[src/rtl/angstrom_pkg.sv]
// rtl/angstrom_pkg.sv - shared widths, reset PC and fetch state type
package angstrom_pkg;
    localparam int ADDR_W   = 12;
    localparam int NIBBLE_W = 4;
    localparam int INSTR_W  = 16;
    localparam int NIBBLES  = 4;
    localparam logic [ADDR_W-1:0] RESET_PC = 12'h000;

    typedef enum logic [1:0] {
        IDLE  = 2'd0,
        FETCH = 2'd1,
        VALID = 2'd2
    } fetch_state_e;
endpackage

[src/rtl/nibble_assembler.sv]
// rtl/nibble_assembler.sv - shifts nibbles into an instruction word and flags the last one
module nibble_assembler
    import angstrom_pkg::*;
#(
    parameter int NIBBLE_W_P = NIBBLE_W,
    parameter int NIBBLES_P  = NIBBLES
) (
    input  logic                            clk,
    input  logic                            rst_n,
    input  logic                            clr_i,
    input  logic                            en_i,
    input  logic [NIBBLE_W_P-1:0]           nibble_i,
    output logic [NIBBLE_W_P*NIBBLES_P-1:0] word_o,
    output logic                            done_o
);
    localparam int W     = NIBBLE_W_P * NIBBLES_P;
    localparam int CNT_W = $clog2(NIBBLES_P);
    localparam logic [CNT_W-1:0] LAST = CNT_W'(NIBBLES_P - 1);

    logic [W-1:0]     shift_q;
    logic [CNT_W-1:0] cnt_q;

    // Word includes the nibble arriving this cycle so the top can capture it on done.
    assign word_o = {shift_q[W-NIBBLE_W_P-1:0], nibble_i};
    assign done_o = en_i && (cnt_q == LAST);

    always_ff @(posedge clk) begin
        if (!rst_n) begin
            shift_q <= '0;
            cnt_q   <= '0;
        end else if (clr_i) begin
            cnt_q   <= '0;
        end else if (en_i) begin
            shift_q <= word_o;
            cnt_q   <= done_o ? '0 : cnt_q + CNT_W'(1);
        end
    end
endmodule

[src/rtl/fetch_unit.sv]
// rtl/fetch_unit.sv - nibble-serial instruction fetch with PC, jump redirect and valid/ready output
module fetch_unit
    import angstrom_pkg::*;
#(
    parameter int                 ADDR_W_P   = ADDR_W,
    parameter int                 NIBBLE_W_P = NIBBLE_W,
    parameter int                 NIBBLES_P  = NIBBLES,
    parameter logic [ADDR_W_P-1:0] RESET_PC_P = RESET_PC
) (
    input  logic                           clk,
    input  logic                           rst_n,
    input  logic                           run,
    output logic [ADDR_W_P-1:0]            ramAddr,
    output logic                           ramReadEn,
    input  logic [NIBBLE_W_P-1:0]          ramDout,
    output logic [NIBBLE_W_P*NIBBLES_P-1:0] instr,
    output logic                           instrValid,
    input  logic                           instrReady,
    output logic [ADDR_W_P-1:0]            pc,
    input  logic                           jumpEn,
    input  logic [ADDR_W_P-1:0]            jumpAddr
);
    localparam int IW = NIBBLE_W_P * NIBBLES_P;

    fetch_state_e         state_q, state_d;
    logic [ADDR_W_P-1:0]  fetch_ptr_q, fetch_ptr_d;
    logic [ADDR_W_P-1:0]  pc_q, pc_d;
    logic [IW-1:0]        instr_q, instr_d;
    logic [IW-1:0]        asm_word;
    logic                 asm_done;
    logic                 fetch_en;
    logic                 handshake;

    // Jump overrides any progress this cycle, including the assembler step.
    assign fetch_en  = (state_q == FETCH) && !jumpEn;
    assign handshake = (state_q == VALID) && instrReady;

    nibble_assembler #(
        .NIBBLE_W_P (NIBBLE_W_P),
        .NIBBLES_P  (NIBBLES_P)
    ) u_asm (
        .clk      (clk),
        .rst_n    (rst_n),
        .clr_i    (jumpEn),
        .en_i     (fetch_en),
        .nibble_i (ramDout),
        .word_o   (asm_word),
        .done_o   (asm_done)
    );

    always_ff @(posedge clk) begin
        if (!rst_n) begin
            state_q <= IDLE;
        end else begin
            state_q <= state_d;
        end
    end

    always_comb begin
        state_d = state_q;
        if (jumpEn) begin
            state_d = run ? FETCH : IDLE;
        end else begin
            case (state_q)
                IDLE:    if (run) state_d = FETCH;
                FETCH:   if (asm_done) state_d = VALID;
                VALID:   if (instrReady) state_d = run ? FETCH : IDLE;
                default: state_d = IDLE;
            endcase
        end
    end

    always_comb begin
        ramReadEn  = (state_q == FETCH);
        instrValid = (state_q == VALID);
    end

    always_comb begin
        fetch_ptr_d = fetch_ptr_q;
        pc_d        = pc_q;
        instr_d     = instr_q;
        if (jumpEn) begin
            fetch_ptr_d = jumpAddr;
            pc_d        = jumpAddr;
        end else begin
            if (fetch_en)  fetch_ptr_d = fetch_ptr_q + ADDR_W_P'(1);
            if (asm_done)  instr_d     = asm_word;
            if (handshake) pc_d        = fetch_ptr_q;
        end
    end

    always_ff @(posedge clk) begin
        if (!rst_n) begin
            fetch_ptr_q <= RESET_PC_P;
            pc_q        <= RESET_PC_P;
            instr_q     <= '0;
        end else begin
            fetch_ptr_q <= fetch_ptr_d;
            pc_q        <= pc_d;
            instr_q     <= instr_d;
        end
    end

    assign ramAddr = fetch_ptr_q;
    assign pc      = pc_q;
    assign instr   = instr_q;
endmodule
[config.mk]
export PLATFORM = sky130hd
export DESIGN_NAME = fetch_unit
export DESIGN_NICKNAME = d
export VERILOG_FILES = /design/src/rtl/angstrom_pkg.sv /design/src/rtl/nibble_assembler.sv /design/src/rtl/fetch_unit.sv
export SDC_FILE = /design/constraint.sdc
export NUM_CORES = 1
export LEC_CHECK = 0
export CAP_MARGIN = 20
export CORE_ASPECT_RATIO = 0.75
export CORE_MARGIN = 5
export CORE_UTILIZATION = 40
export DETAILED_ROUTE_END_ITERATION = 6
export HOLD_SLACK_MARGIN = 0.06
export PLACE_DENSITY = 0.7
export SYNTH_ARGS = -nofsm -noshare
export SYNTH_HDL_FRONTEND = slang
export SYNTH_SLANG_ARGS = --single-unit
[constraint.sdc]
create_clock -name clk -period 3.25 [get_ports clk]
set_clock_uncertainty 0.2 [all_clocks]
set_input_delay 0.65 -clock clk [delete_from_list [all_inputs] [get_ports clk]]
set_output_delay 0.65 -clock clk [all_outputs]
set_load 0.03 [all_outputs]
==> results.md, run 1 <==
- Critical Path RT: 2400 ps
- Max stage delay on crit path: 700 ps
- Post-CTS sizing: 0
- Net Count, Synth: 314
- Worst-path cell chain: nor2b_1 -> clkdlybuf4s50_1
- Final hold violations: 0
- Seq/Total Area, Yosys: 45.9%
- CTS Sinks: between 50 and 60
- Dpl hpwl: ~4400 um
- Mean Syn Cell Area: between 8 and 9 um2
- YS warnings: 0
- Grt total ovfl: 0
- Setup bufs post-CTS: 0
- Die Wd: ~100 um
- Die Height: 77.7 um
- Reg2reg setup slack: between 1000 and 1500 ps
- Final Wtd Congestion: 0.791
- Hold endpoint: instr[3]
- Yosys cell types: 38
- Crit-path slowest cell: clkdlybuf4s50_1
- Top cells by area, synth: dfxtp_1 46%, nand2_1 13%, a21boi_0 7.4%
- Port bufs: 62
- Avg WL per Cell: 14.1 um
- Vias in the first global route: 2146
- Leak: roughly 1.1 nW
- WHS Path Cells: 2
- Tot GR Track Use: about 16%
- Worst Tran Pin Value: just over 500 ps
- Accumulated negative setup slack: 0 ps
- Core area: 5860 um2
- Synth Cell Area: around 2400 um2
- Tcrit/Tclk final: between 80 and 90%
- FMAX: 0.369 GHz
- Io pins: 63
- Synth top area share: 45.9%
- Largest net degree at the start of global routing: 39
- CTS Root Cell: clkbuf_8
- Fin. max-slew vios: 0
- Htree depth: 2
- PD cells: 412 nW/um2
- Num rows: 24
- Most common cell in the synthesized netlist: nand2_1
- Hold slack: 257 ps
- Clk slew on worst S/H paths: 100 ps
- Min-Delay Path Class: flip-flop to flip-flop
- First-pass DRT Iterations: 4
- Final worst-path setup slack: 537 ps
- Flops & latches, synth: between 50 and 60
- Worst flop-to-flop path startpoint: ramAddr[0]
- RSZ-0062 raised after global routing: false
- Cts bufs inserted: 5
- N_diodes: 0
- Final ANT Viol Nets: 0
- Area leader, netlist: dfxtp_1
- Longest Clk Path Bufs: 2
- Maxcap violations: 0
- DR vias: 2192
- CP Launch Type: flip-flop
- Post-layout instance area: 3210 um2
- Placed instance count: 415
- R2R cell count: 4
- Layout cell share with drive strength beyond 1: 5.22%
- Reg-to-Reg End: ramAddr[6]
- DRC viols: 0
- Post-place instance area: between 3000 and 4000 um2
- Top FF cell, synth: dfxtp_1
- Initial antenna violation count: 0
- CTS Hold Bufs: 0
- Synth cell count leaders: 84 x nand2_1, 56 x dfxtp_1, 24 x a21boi_0
- Skew-Pair Late Insertion Delay: between 300 and 400 ps
- Normalized max-slew margin: between 60% and 70%
- CP max FO: 16
- Post-layout power: about 1.3 mW
- Crit path buf inv count: 1
- Pre-CTS setup slack: between 700 and 800 ps
- Data arrival, critical path: 1860 ps
- Synth Instances: between 200 and 300
- Initial drt markers: about 130
- Setup CP Type: flip-flop to primary output
- CTS tree: built
- Levels on crit path: 2
- Nets: 367
- Min-delay src: instr[3]
- Final setup viols: 0
- Largest delay share family, worst path: buffers and inverters
- Non-filler cells, final: between 400 and 500
- Via density: 5.18
- Post-synth EDFFs: 0
- Drt total wl: between 5000 and 6000 um
- Status: complete, no violations
- Die area: just under 8000 um2
- First-pass GRT wire length: 10200 um
- Starting density of the core: 41.7%
- Final core utilization: 54.8%
- Area delta synth->final: 31.4%
- Max VDD drop: 240 uV
- Critical Path Sink Type: primary output
- Async set-reset flop share out of synthesis: 0%
- Final Critical Period: between 2000 and 3000 ps
power breakdown:
group	total (mW)	internal (mW)	leakage, nW	switching, mW
sequential	0.738	0.710	0.458	0.0279
clock	0.390	0.155	0.0485	0.235
combinational	0.194	0.0898	0.579	0.104
cell families after synthesis:
logic type	share of synthesized area, %
simple gates	24.3
compound gates	22.2
flops	45.9
buf+inv	4.51
mux	1.23
xor+xnor	0.718
fa+ha+maj	1.02
metal layers:
metal / wire, um / GRT usage (%)
met1: 2820 / 21.5
met2: 2690 / 24.5
met3: 402 / 4.03
met4: 59 / 4.44
met5: 0 / 0
area by class of cell:
cell class,count,area [um2]
Clock inverter,3,22.5
Clock buffer,5,68.8
Timing Repair Buffer,69,673
Multi-Input combinational cell,210,1220
Tap cell,78,97.6
Fill cell,575,2650
Sequential cell,56,1120
Inverter,2,7.51
sequential cells by signal, summed over array words and instances, names as in the netlist:
| signal | count |
|---|---|
| u_asm.cnt_q | 2 |
| ramAddr | 12 |
| instr | 16 |
| state_q | 2 |
| pc | 12 |
| u_asm.shift_q | 12 |
cell usage in the layout, fill, tap and decap left out, types with 2 or more instances in the layout:
| cell | instances |
|---|---|
| nand4_1 | 3 |
| nand2_1 | 84 |
| o31ai_1 | 5 |
| a21boi_0 | 24 |
| nor2b_1 | 2 |
| a211o_1 | 3 |
| nand3_1 | 3 |
| nand4b_1 | 2 |
| mux2i_1 | 3 |
| nand3b_1 | 3 |
| or4_1 | 5 |
| o211ai_1 | 2 |
| ha_1 | 2 |
| nor3b_1 | 3 |
| nor4_1 | 2 |
| nor2_1 | 6 |
| a31oi_1 | 19 |
| clkbuf_8 | 5 |
| o21ai_0 | 15 |
| clkdlybuf4s50_1 | 62 |
| a21o_1 | 2 |
| a21boi_1 | 4 |
| inv_1 | 2 |
| a21oi_1 | 5 |
| dfxtp_1 | 56 |
| buf_4 | 7 |
worst max-delay path by stage:
| stage | to | start |
|---|---|---|
| global route | instrValid | state_q[1] |
| global placement | u_asm.shift_q[2] | jumpEn |
| detailed placement | u_asm.shift_q[8] | jumpEn |
| finish | instrValid | state_q[1] |
| floorplan | instrValid | state_q[1] |
| CTS | instrValid | state_q[1] |
tightest hold or removal path: stages, from the launching register on:
cell	delay (ps)
dfxtp_1	320
nand2_1	50
a21boi_1	50
(Power assumes the default switching activity.)
==> run 2: changes to the inputs <==
==> constraint.sdc (replaced) <==
create_clock -name clk -period 2.64 [get_ports clk]
set_clock_uncertainty 0.2 [all_clocks]
set_input_delay 0.528 -clock clk [delete_from_list [all_inputs] [get_ports clk]]
set_output_delay 0.528 -clock clk [all_outputs]
set_load 0.03 [all_outputs]
==> run 2 against run 1 <==
Combinational power is 25% higher. Sequential share of layout area is 0.48 points lower. Sequential power is 23% higher. Via count is 0.46% lower. Register-to-register slack worse by 570 ps. Die area stayed put. Cell area is 1.4% higher. First-iteration DRC count is 20% lower. Cell count is 0.47% higher. Critical path type unchanged. Largest cell class unchanged. Highest routed layer unchanged.
==> results.md, run 2 (synthesis results as in run 1) <==
- Status: complete, no violations
- Post-place instance area: 3140 um2 (+0.80%)
- Clk slew on worst S/H paths: 100 ps (about the same)
- Max stage delay on crit path: 740 ps (+40 ps)
- Setup CP Type: flip-flop to primary output
- Grt total ovfl: 0 (unchanged)
- Post-CTS sizing: 0 (unchanged)
- Port bufs: 62 (unchanged)
- Fin. max-slew vios: 0 (unchanged)
- Crit path buf inv count: 1 (unchanged)
- Largest delay share family, worst path: buffers and inverters
- Final Critical Period: ~2300 ps
- Cts bufs inserted: 5 (unchanged)
- CTS Sinks: 56 (unchanged)
- Final Wtd Congestion: 0.785 (-0.78%)
- CP Launch Type: flip-flop
- PD cells: 529 nW/um2 (+28%)
- First-pass GRT wire length: 9730 um (-4.7%)
- Final worst-path setup slack: 319 ps (-218 ps)
- Die Height: 77.7 um (unchanged)
- Maxcap violations: 0 (unchanged)
- Worst flop-to-flop path startpoint: ramAddr[0]
- Min-delay src: instr[2]
- First-pass DRT Iterations: 4 (unchanged)
- DR vias: 2182 (-0.46%)
- Min-Delay Path Class: flip-flop to flip-flop
- Tot GR Track Use: 15.2% (-0.52 points)
- Leak: 1.11 nW (+2.2%)
- Drt total wl: 6040 um (+1.3%)
- Final ANT Viol Nets: 0 (unchanged)
- Layout cell share with drive strength beyond 1: 5.76% (+0.55 points)
- Nets: 369 (+0.54%)
- Leading cell type in the layout, fill and taps excluded: nand2_1
- Reg2reg setup slack: 790 ps (-570 ps)
- Placed instance count: 417 (+0.48%)
- Normalized max-slew margin: 65.0% (-1.2 points)
- Final setup viols: 0 (unchanged)
- Tcrit/Tclk final: between 80% and 90%
- Fillcell total: 567 (-1.4%)
- CTS tree: built
- Accumulated negative setup slack: 0 ps (unchanged)
- Non-filler cells, final: 425 (+0.47%)
- DRC viols: 0 (unchanged)
- Num rows: 24 (unchanged)
- Initial drt markers: 100 (-20%)
- Core area: 5860 um2 (unchanged)
- Die area: 7780 um2 (unchanged)
- Hold endpoint: instr[2]
- Critical Path Sink Type: primary output
- Starting density of the core: 41.7% (unchanged)
- N_diodes: 0 (unchanged)
- Dpl hpwl: 4380 um (+0.55%)
- Vias in the first global route: 1988 (-7.4%)
- FMAX: 0.431 GHz
- R2R cell count: 4 (unchanged)
- Worst Tran Pin Value: 523 ps (+18.5 ps)
- Via density: 5.13 (-0.92%)
- CTS Root Cell: clkbuf_8
- Reg-to-Reg End: ramAddr[8]
- Data arrival, critical path: 1590 ps (-270 ps)
- Skew-Pair Late Insertion Delay: 310 ps (about the same)
- Register Area: 1120 um2 (unchanged)
- Max VDD drop: 377 uV (+57%)
- Setup bufs post-CTS: 0 (unchanged)
- Post-layout power: 1.72 mW (+30%)
- CTS Hold Bufs: 0 (unchanged)
- Die Wd: 100 um (unchanged)
- Avg WL per Cell: 14.2 um (+0.81%)
- Commonest cells after routing, fill and taps aside: 84 x nand2_1, 61 x clkdlybuf4s50_1, 56 x dfxtp_1
- Post-layout instance area: 3250 um2 (+1.4%)
- Pre-CTS setup slack: 301 ps (-478 ps)
- Crit-path slowest cell: clkdlybuf4s50_1
- Largest register FFs: 16 (unchanged)
- Final hold violations: 0 (unchanged)
- Area delta synth->final: 33.2%
- Io pins: 63 (unchanged)
- Area of the multi-input gates: 1220 um2 (unchanged)
- Longest Clk Path Bufs: 2 (unchanged)
- Largest net degree at the start of global routing: 33 (-15%)
- CP max FO: 9 (-7)
- WHS Path Cells: 2 (unchanged)
- Initial antenna violation count: 0 (unchanged)
- Worst-path cell chain: clkdlybuf4s50_1
- RSZ-0062 raised after global routing: false
- Htree depth: 2 (unchanged)
- Critical Path RT: 1910 ps (-490 ps)
[run 2: cell types whose count changed in the layout (fill, tap and decap cells not counted)]
cell,change
buf_12,+1
buf_4,+2
bufinv_16,+1
clkbuf_1,+1
clkdlybuf4s50_1,-1
clkinv_2,-1
clkinv_4,-1
[run 2: layout make-up]
cell class / instances / share of cell area (%)
inverter: 2 / 0.231
clock inverter: 2 / 1.19
timing repair buffer: 71 / 21.5
sequential: 56 / 34.5
multi-input combinational: 210 / 37.4
clock buffer: 6 / 2.23
tap: 78 / 3.00
[run 2: worst reg2reg max path: stages, from the launching register on]
cell and delay, ps:
dfxtp_1 520, ha_1 320, nand2_1 160, or4_1 430, a31oi_1 160
[run 2: through the flow]
stage                     hold WS, ps  util (%)
after floorplan                   241         -
after global placement            241      53.6
after detailed placement          246      53.6
after CTS                         260      55.5
after global routing              293      55.5
final                             256      55.5
[run 2: worst max path at each step]
stage	from	endpoint	slack [ps]	cells after the start
2_1_floorplan	state_q[1]	instrValid	810	2
3_3_place_gp	jumpEn	state_q[0]	340	4
3_5_place_dp	jumpEn	state_q[0]	300	4
4_1_cts	ramAddr[5]	ramAddr[5]	320	1
5_1_grt	ramAddr[2]	ramAddr[2]	260	1
6_report	ramAddr[5]	ramAddr[5]	320	1
[run 2: metal layers]
layer	vias up	global-route usage, %	wire length (um)
li1	1134	-	-
met1	1002	21.1	3020
met2	44	23.4	2710
met3	2	4.48	272
met4	0	3.23	36
met5	-	0	0
[run 2: power by group]
part | switching, mW | internal [mW] | total (mW)
Sequential | 0.0356 | 0.874 | 0.909
Clock | 0.282 | 0.287 | 0.569
Combinational | 0.129 | 0.113 | 0.242
Total | 0.446 | 1.27 | 1.72
